<file path="config.mk">
export PLATFORM = sky130hd
export DESIGN_NAME = mem_bank_router_flat
export DESIGN_NICKNAME = d
export VERILOG_FILES = /design/src/rtl/mem_bank_router_if.sv /design/src/rtl/mem_bank_router.sv /design/src/flat_wrapper.sv
export SDC_FILE = /design/constraint.sdc
export NUM_CORES = 1
export LEC_CHECK = 0
export CORE_ASPECT_RATIO = 1.25
export CORE_MARGIN = 8
export CORE_UTILIZATION = 40
export DETAILED_ROUTE_END_ITERATION = 10
export PLACE_DENSITY = 0.83
export SETUP_SLACK_MARGIN = 0.5
export SLEW_MARGIN = 25
export SYNTH_ARGS = -nofsm -noshare
export SYNTH_HDL_FRONTEND = slang
export SYNTH_SLANG_ARGS = --single-unit
export TNS_END_PERCENT = 30
</file>
<file path="constraint.sdc">
create_clock -name clk -period 2.15 [get_ports clk]
set_input_delay 0.43 -clock clk [delete_from_list [all_inputs] [get_ports clk]]
set_output_delay 0.43 -clock clk [all_outputs]
set_load 0.03 [all_outputs]
</file>
<file path="src/rtl/mem_bank_router_if.sv">
// Master-side request/response bus of the bank router.
// The master drives requests; the router returns read responses.
interface mem_bank_router_if #(
    parameter int NUM_BANKS = 3,
    parameter int ADDR_W    = 8,
    parameter int DATA_W    = 8
);
    localparam int BANK_W = (NUM_BANKS > 1) ? $clog2(NUM_BANKS) : 1;

    logic              req_valid;
    logic              req_ready;
    logic [BANK_W-1:0] req_bank;
    logic [ADDR_W-1:0] req_addr;
    logic [DATA_W-1:0] req_wdata;
    logic              req_wren;
    logic              rsp_valid;
    logic [DATA_W-1:0] rsp_rdata;
    logic              rsp_err;

    modport master (
        output req_valid, req_bank, req_addr, req_wdata, req_wren,
        input  req_ready, rsp_valid, rsp_rdata, rsp_err
    );

    modport slave (
        input  req_valid, req_bank, req_addr, req_wdata, req_wren,
        output req_ready, rsp_valid, rsp_rdata, rsp_err
    );
endinterface

</file>
<file path="src/rtl/mem_bank_router.sv">
// Routes single-word requests to one of NUM_BANKS single-port RAMs and
// can zero every bank with a full-address sweep.
module mem_bank_router #(
    parameter int NUM_BANKS  = 3,
    parameter int ADDR_W     = 8,
    parameter int DATA_W     = 8,
    parameter int RD_LATENCY = 1
) (
    input  logic                        clk,
    input  logic                        reset,
    mem_bank_router_if.slave            bus,
    input  logic                        clear_start,
    output logic                        clear_busy,
    output logic                        clear_done,
    output logic                        err_sticky,
    output logic [NUM_BANKS*ADDR_W-1:0] bank_addr,
    output logic [NUM_BANKS*DATA_W-1:0] bank_data,
    output logic [NUM_BANKS-1:0]        bank_wren,
    input  logic [NUM_BANKS*DATA_W-1:0] bank_q
);
    localparam int                BANK_W = (NUM_BANKS > 1) ? $clog2(NUM_BANKS) : 1;
    localparam int                DEPTH  = 1 << ADDR_W;
    localparam logic [ADDR_W:0]   LAST   = (ADDR_W+1)'(DEPTH - 1);
    localparam logic [BANK_W:0]   NB     = (BANK_W+1)'(NUM_BANKS);

    typedef enum logic [0:0] {IDLE, CLEAR} state_t;

    state_t            state_reg, state_next;
    logic [ADDR_W:0]   cnt_reg, cnt_next;
    logic              clear_done_reg, clear_done_next;
    logic              err_sticky_reg;
    logic              accept;
    logic              bank_ok;

    logic              pipe_valid_reg [0:RD_LATENCY];
    logic              pipe_err_reg   [0:RD_LATENCY];
    logic [BANK_W-1:0] pipe_bank_reg  [0:RD_LATENCY];
    logic [DATA_W-1:0] rsp_rdata_mux;

    assign bus.req_ready = (state_reg == IDLE);
    assign accept        = bus.req_valid && bus.req_ready;
    assign bank_ok       = ({1'b0, bus.req_bank} < NB);
    assign clear_busy    = (state_reg == CLEAR);
    assign clear_done    = clear_done_reg;
    assign err_sticky    = err_sticky_reg;

    always_ff @(posedge clk or posedge reset) begin
        if (reset) begin
            state_reg      <= IDLE;
            cnt_reg        <= '0;
            clear_done_reg <= 1'b0;
            err_sticky_reg <= 1'b0;
        end else begin
            state_reg      <= state_next;
            cnt_reg        <= cnt_next;
            clear_done_reg <= clear_done_next;
            if (accept && !bank_ok)
                err_sticky_reg <= 1'b1;
        end
    end

    always_comb begin
        state_next      = state_reg;
        cnt_next        = cnt_reg;
        clear_done_next = 1'b0;
        case (state_reg)
            IDLE: begin
                cnt_next = '0;
                if (clear_start)
                    state_next = CLEAR;
            end
            CLEAR: begin
                cnt_next = cnt_reg + 1'b1;
                // Leave on the last address so the counter never wraps back to 0.
                if (cnt_reg == LAST) begin
                    state_next      = IDLE;
                    cnt_next        = '0;
                    clear_done_next = 1'b1;
                end
            end
            default: state_next = IDLE;
        endcase
    end

    // Registered per-bank ports; the sweep owns every bank while in CLEAR.
    for (genvar gi = 0; gi < NUM_BANKS; gi++) begin : g_bank
        logic [ADDR_W-1:0] addr_reg;
        logic [DATA_W-1:0] data_reg;
        logic              wren_reg;
        logic              hit;

        assign hit = accept && bank_ok && (bus.req_bank == BANK_W'(gi));

        always_ff @(posedge clk or posedge reset) begin
            if (reset) begin
                addr_reg <= '0;
                data_reg <= '0;
                wren_reg <= 1'b0;
            end else if (state_reg == CLEAR) begin
                addr_reg <= cnt_reg[ADDR_W-1:0];
                data_reg <= '0;
                wren_reg <= 1'b1;
            end else if (hit) begin
                addr_reg <= bus.req_addr;
                wren_reg <= bus.req_wren;
                if (bus.req_wren)
                    data_reg <= bus.req_wdata;
            end else begin
                wren_reg <= 1'b0;
            end
        end

        assign bank_addr[gi*ADDR_W +: ADDR_W] = addr_reg;
        assign bank_data[gi*DATA_W +: DATA_W] = data_reg;
        assign bank_wren[gi]                  = wren_reg;
    end

    // Stage 0 lines up with the bank address cycle; the last stage with bank_q.
    always_ff @(posedge clk or posedge reset) begin
        if (reset) begin
            for (int i = 0; i <= RD_LATENCY; i++) begin
                pipe_valid_reg[i] <= 1'b0;
                pipe_err_reg[i]   <= 1'b0;
                pipe_bank_reg[i]  <= '0;
            end
        end else begin
            pipe_valid_reg[0] <= accept && !bus.req_wren;
            pipe_err_reg[0]   <= !bank_ok;
            pipe_bank_reg[0]  <= bus.req_bank;
            for (int i = 1; i <= RD_LATENCY; i++) begin
                pipe_valid_reg[i] <= pipe_valid_reg[i-1];
                pipe_err_reg[i]   <= pipe_err_reg[i-1];
                pipe_bank_reg[i]  <= pipe_bank_reg[i-1];
            end
        end
    end

    always_comb begin
        rsp_rdata_mux = '0;
        for (int k = 0; k < NUM_BANKS; k++) begin
            if (pipe_valid_reg[RD_LATENCY] && !pipe_err_reg[RD_LATENCY] &&
                pipe_bank_reg[RD_LATENCY] == BANK_W'(k))
                rsp_rdata_mux = bank_q[k*DATA_W +: DATA_W];
        end
    end

    assign bus.rsp_valid = pipe_valid_reg[RD_LATENCY];
    assign bus.rsp_err   = pipe_valid_reg[RD_LATENCY] && pipe_err_reg[RD_LATENCY];
    assign bus.rsp_rdata = rsp_rdata_mux;
endmodule

</file>
<file path="src/flat_wrapper.sv">
// flat-port wrapper written by rule: the top's interface ports become plain ports
module mem_bank_router_flat 
#(
    parameter int NUM_BANKS  = 3,
    parameter int ADDR_W     = 8,
    parameter int DATA_W     = 8,
    parameter int RD_LATENCY = 1
)
  (clk, reset, clear_start, clear_busy, clear_done, err_sticky, bank_addr, bank_data, bank_wren, bank_q, bus_req_valid, bus_req_bank, bus_req_addr, bus_req_wdata, bus_req_wren, bus_req_ready, bus_rsp_valid, bus_rsp_rdata, bus_rsp_err);
  mem_bank_router_if #(.NUM_BANKS(NUM_BANKS), .ADDR_W(ADDR_W), .DATA_W(DATA_W)) bus_i ();
  input  logic clk;
  input  logic reset;
  input  logic clear_start;
  output logic clear_busy;
  output logic clear_done;
  output logic err_sticky;
  output logic [NUM_BANKS*ADDR_W-1:0] bank_addr;
  output logic [NUM_BANKS*DATA_W-1:0] bank_data;
  output logic [NUM_BANKS-1:0] bank_wren;
  input  logic [NUM_BANKS*DATA_W-1:0] bank_q;
  input wire logic [$bits(bus_i.req_valid)-1:0] bus_req_valid;
  input wire logic [$bits(bus_i.req_bank)-1:0] bus_req_bank;
  input wire logic [$bits(bus_i.req_addr)-1:0] bus_req_addr;
  input wire logic [$bits(bus_i.req_wdata)-1:0] bus_req_wdata;
  input wire logic [$bits(bus_i.req_wren)-1:0] bus_req_wren;
  output wire logic [$bits(bus_i.req_ready)-1:0] bus_req_ready;
  output wire logic [$bits(bus_i.rsp_valid)-1:0] bus_rsp_valid;
  output wire logic [$bits(bus_i.rsp_rdata)-1:0] bus_rsp_rdata;
  output wire logic [$bits(bus_i.rsp_err)-1:0] bus_rsp_err;
  assign bus_i.req_valid = bus_req_valid;
  assign bus_i.req_bank = bus_req_bank;
  assign bus_i.req_addr = bus_req_addr;
  assign bus_i.req_wdata = bus_req_wdata;
  assign bus_i.req_wren = bus_req_wren;
  assign bus_req_ready = bus_i.req_ready;
  assign bus_rsp_valid = bus_i.rsp_valid;
  assign bus_rsp_rdata = bus_i.rsp_rdata;
  assign bus_rsp_err = bus_i.rsp_err;
  mem_bank_router #(.NUM_BANKS(NUM_BANKS), .ADDR_W(ADDR_W), .DATA_W(DATA_W), .RD_LATENCY(RD_LATENCY)) u_core (.clk(clk), .reset(reset), .bus(bus_i), .clear_start(clear_start), .clear_busy(clear_busy), .clear_done(clear_done), .err_sticky(err_sticky), .bank_addr(bank_addr), .bank_data(bank_data), .bank_wren(bank_wren), .bank_q(bank_q));
endmodule
</file>
==> impl_metrics.toml <==
[run_status]
status = "completed"

[placement]
globalplace.congestion = 0.827
io_buffers = 111
pre_cts_ws_ps = 98.6
dp_hpwl_mm = 5.80
dpl.cell_count = 429

[synthesis]
synthFlopType = "dfrtp_1"
yosys.area.top_type = "dfrtp_1"
syn_nets = 274
synthTopCellsByArea = "dfrtp_1 57%, mux2_2 20%, a31oi_4 2.1%"
synth_top_area_frac = 0.575
yosys_warnings = 0
seq_area_frac_synth = 0.575
synthCells = 226
syn_area_per_cell_um2 = 13.7
synth_area_mm2 = 0.00309
synth_edf_count = 0
synth.distinct_cells = 40
synth-seq-cells = 71
synth-async-reset-ratio = 1.00

[pwr]
power_density_mw_per_mm2 = 908
ir_drop_mv = 0.974
power_leakage_nw = 2.56

[grt]
grt_max_degree = 72
overflow = 0
grt_antenna_before_repair = 0
grt_pass1_vias = 2356
track_usage = 0.148
grt_pass1_wl_mm = 12.3

[min_path]
hold_class = "primary input to flop"

[setup_path]
crit_path_frequent_cell = "buf_6"
worstSetupPathType = "flop to output port"
start_kind = "flop"
crit_path_end_kind = "output port"
cp.required_ps = 1720
critPathTopFamily = "flip-flops"
max_stage_delay_ps = 450
arrival_ps = 1660
worstPathMaxFanout = 6
critPathSlowestCell = "dfrtp_2"
path_cells = "nor3b_4 > buf_6 > o21ai_1 > a2bb2oi_2 > buf_6"
critPathBufInv = 2

[route]
drt_iter0_drc = 90
wirelength_mm = 8.28
drc = 0
via_count = 2267
via_per_inst = 5.06
ant_nets = 0
routedWlPerCell_um = 18.5
dr.pass1.iters = 4

[cts]
cts_sinks = 71
cts_max_level = 3
cts_buffers = 9
cts.clk_slew.worst_paths_ps = 80
tritoncts = "done"
cts_buffer_depth = 2
clock-root-buffer = "clkbuf_8"
clkLatencyLatePin_ps = 340

[final_layout]
fin_cells = 448
final_cell_mix = "68 x dfrtp_1, 50 x mux2_2, 42 x clkdlybuf4s50_1, 37 x dlymetal6s2s_1, 21 x dlygate4sd2_1"
syn_to_final_growth_pct = 54.5
diodes = 0
layout.nets = 396
final_common_cell = "dfrtp_1"
drive_gt1_frac = 0.331

[sta]
timing.final.crit_period_ps = 2090
setup_viol = 0
period_share = 0.971
rsz0062_at_grt = "yes"
max_freq_ghz = 0.479
finalClockSkew_ps = 7.94
relSlewSlack = 0.712
layout_setup_ws_ps = 62.4
hold_viol_final = 0
tns_ps = 0
slew_viol_final = 0
tightest_slew_ps = 431

[floorplan]
row_count = 36
coreArea_mm2 = 0.00766
start_util = 0.404
dieWidth_um = 94.6
die_area_mm2 = 0.0108
die_h_um = 114
num_io_pins = 112

[run]
drv_cap = 0
## per-stage QoR
stage                     power [mW]  hold slack [ps]  instance area, um^2  utilization
final                           4.33              300                 4770        0.623
after global routing            4.54              289                 4770        0.623
after CTS                       4.40              356                 4550        0.595
after detailed placement        3.11              339                 4300        0.561
after global placement          3.07              333                 4300        0.561
after floorplan                 2.51              331                 3090            -
## cell families after synthesis
kind of cell | after synthesis | share of synthesized area
buffers and inverters | 19 | 0.0320
AO/OA/AOI/OAI | 31 | 0.0947
XOR/XNOR | 3 | 0.00850
AND/OR/NAND/NOR | 45 | 0.0818
flip-flops | 71 | 0.575
multiplexers | 56 | 0.204
adder cells (fa/ha/maj) | 1 | 0.00405
## path summary, 6_finish.rpt
check                      cells past startpoint                         to  slack, ps                     start
hold reg to reg                                0       u_core.bus.rsp_valid        350  u_core.pipe_valid_reg[1]
setup / recovery                               5           bus_rsp_rdata[3]         60    u_core.pipe_err_reg[0]
hold / removal                                 1    u_core.pipe_bank_reg[3]        300           bus_req_bank[1]
min in group asynchronous                      3   u_core.pipe_valid_reg[1]        540                     reset
max in group asynchronous                      3  u_core.g_bank[0].wren_reg       1300                     reset
setup reg to reg                               4          u_core.clear_busy        590         u_core.cnt_reg[0]
## layer usage
layer | GRT usage | routed length (um) | vias to the layer above
li1 | - | - | 1038
met1 | 0.170 | 3350 | 1133
met5 | 0 | 0 | -
met2 | 0.250 | 4250 | 88
met4 | 0.0543 | 107 | 0
met3 | 0.0479 | 572 | 8
## power by group
part	switching (mW)	internal, mW
Clock	0.484	0.834
Combinational	0.691	0.569
Sequential	0.175	1.58
Total	1.35	2.99
## repair_timing
| action | CTS | global route |
|---|---|---|
| hold buffers | 0 | 0 |
| hold endpoints to repair | 0 | 0 |
| setup buffers | 2 | 0 |
| pin swaps | 9 | 6 |
| resized for setup | 37 | 67 |
| cloned | 0 | 1 |
| endpoints found under the setup margin | 104 | 96 |
## synth_stat cells (2+ instances only)
library cell and count:
dfrtp_1 71, mux2_2 56, nand2_1 12, inv_1 9, o21ai_0 9, nor2b_1 8
a2bb2oi_1 7, nor2_1 6, buf_4 5, nand3_1 4, a21oi_4 3, a31oi_4 3
or3_1 3, a21oi_1 2, clkbuf_1 2, xor2_1 2
## final cells by class
| cell class | count | area [um^2] |
|---|---|---|
| Multi-Input combinational cell | 136 | 1300 |
| Timing Repair Buffer | 120 | 1280 |
| Inverter | 10 | 41.3 |
| Tap cell | 95 | 119 |
| Clock inverter | 5 | 104 |
| Clock buffer | 11 | 151 |
| Fill cell | 594 | 2880 |
| Sequential cell | 71 | 1780 |
(Power assumes the default switching activity.)
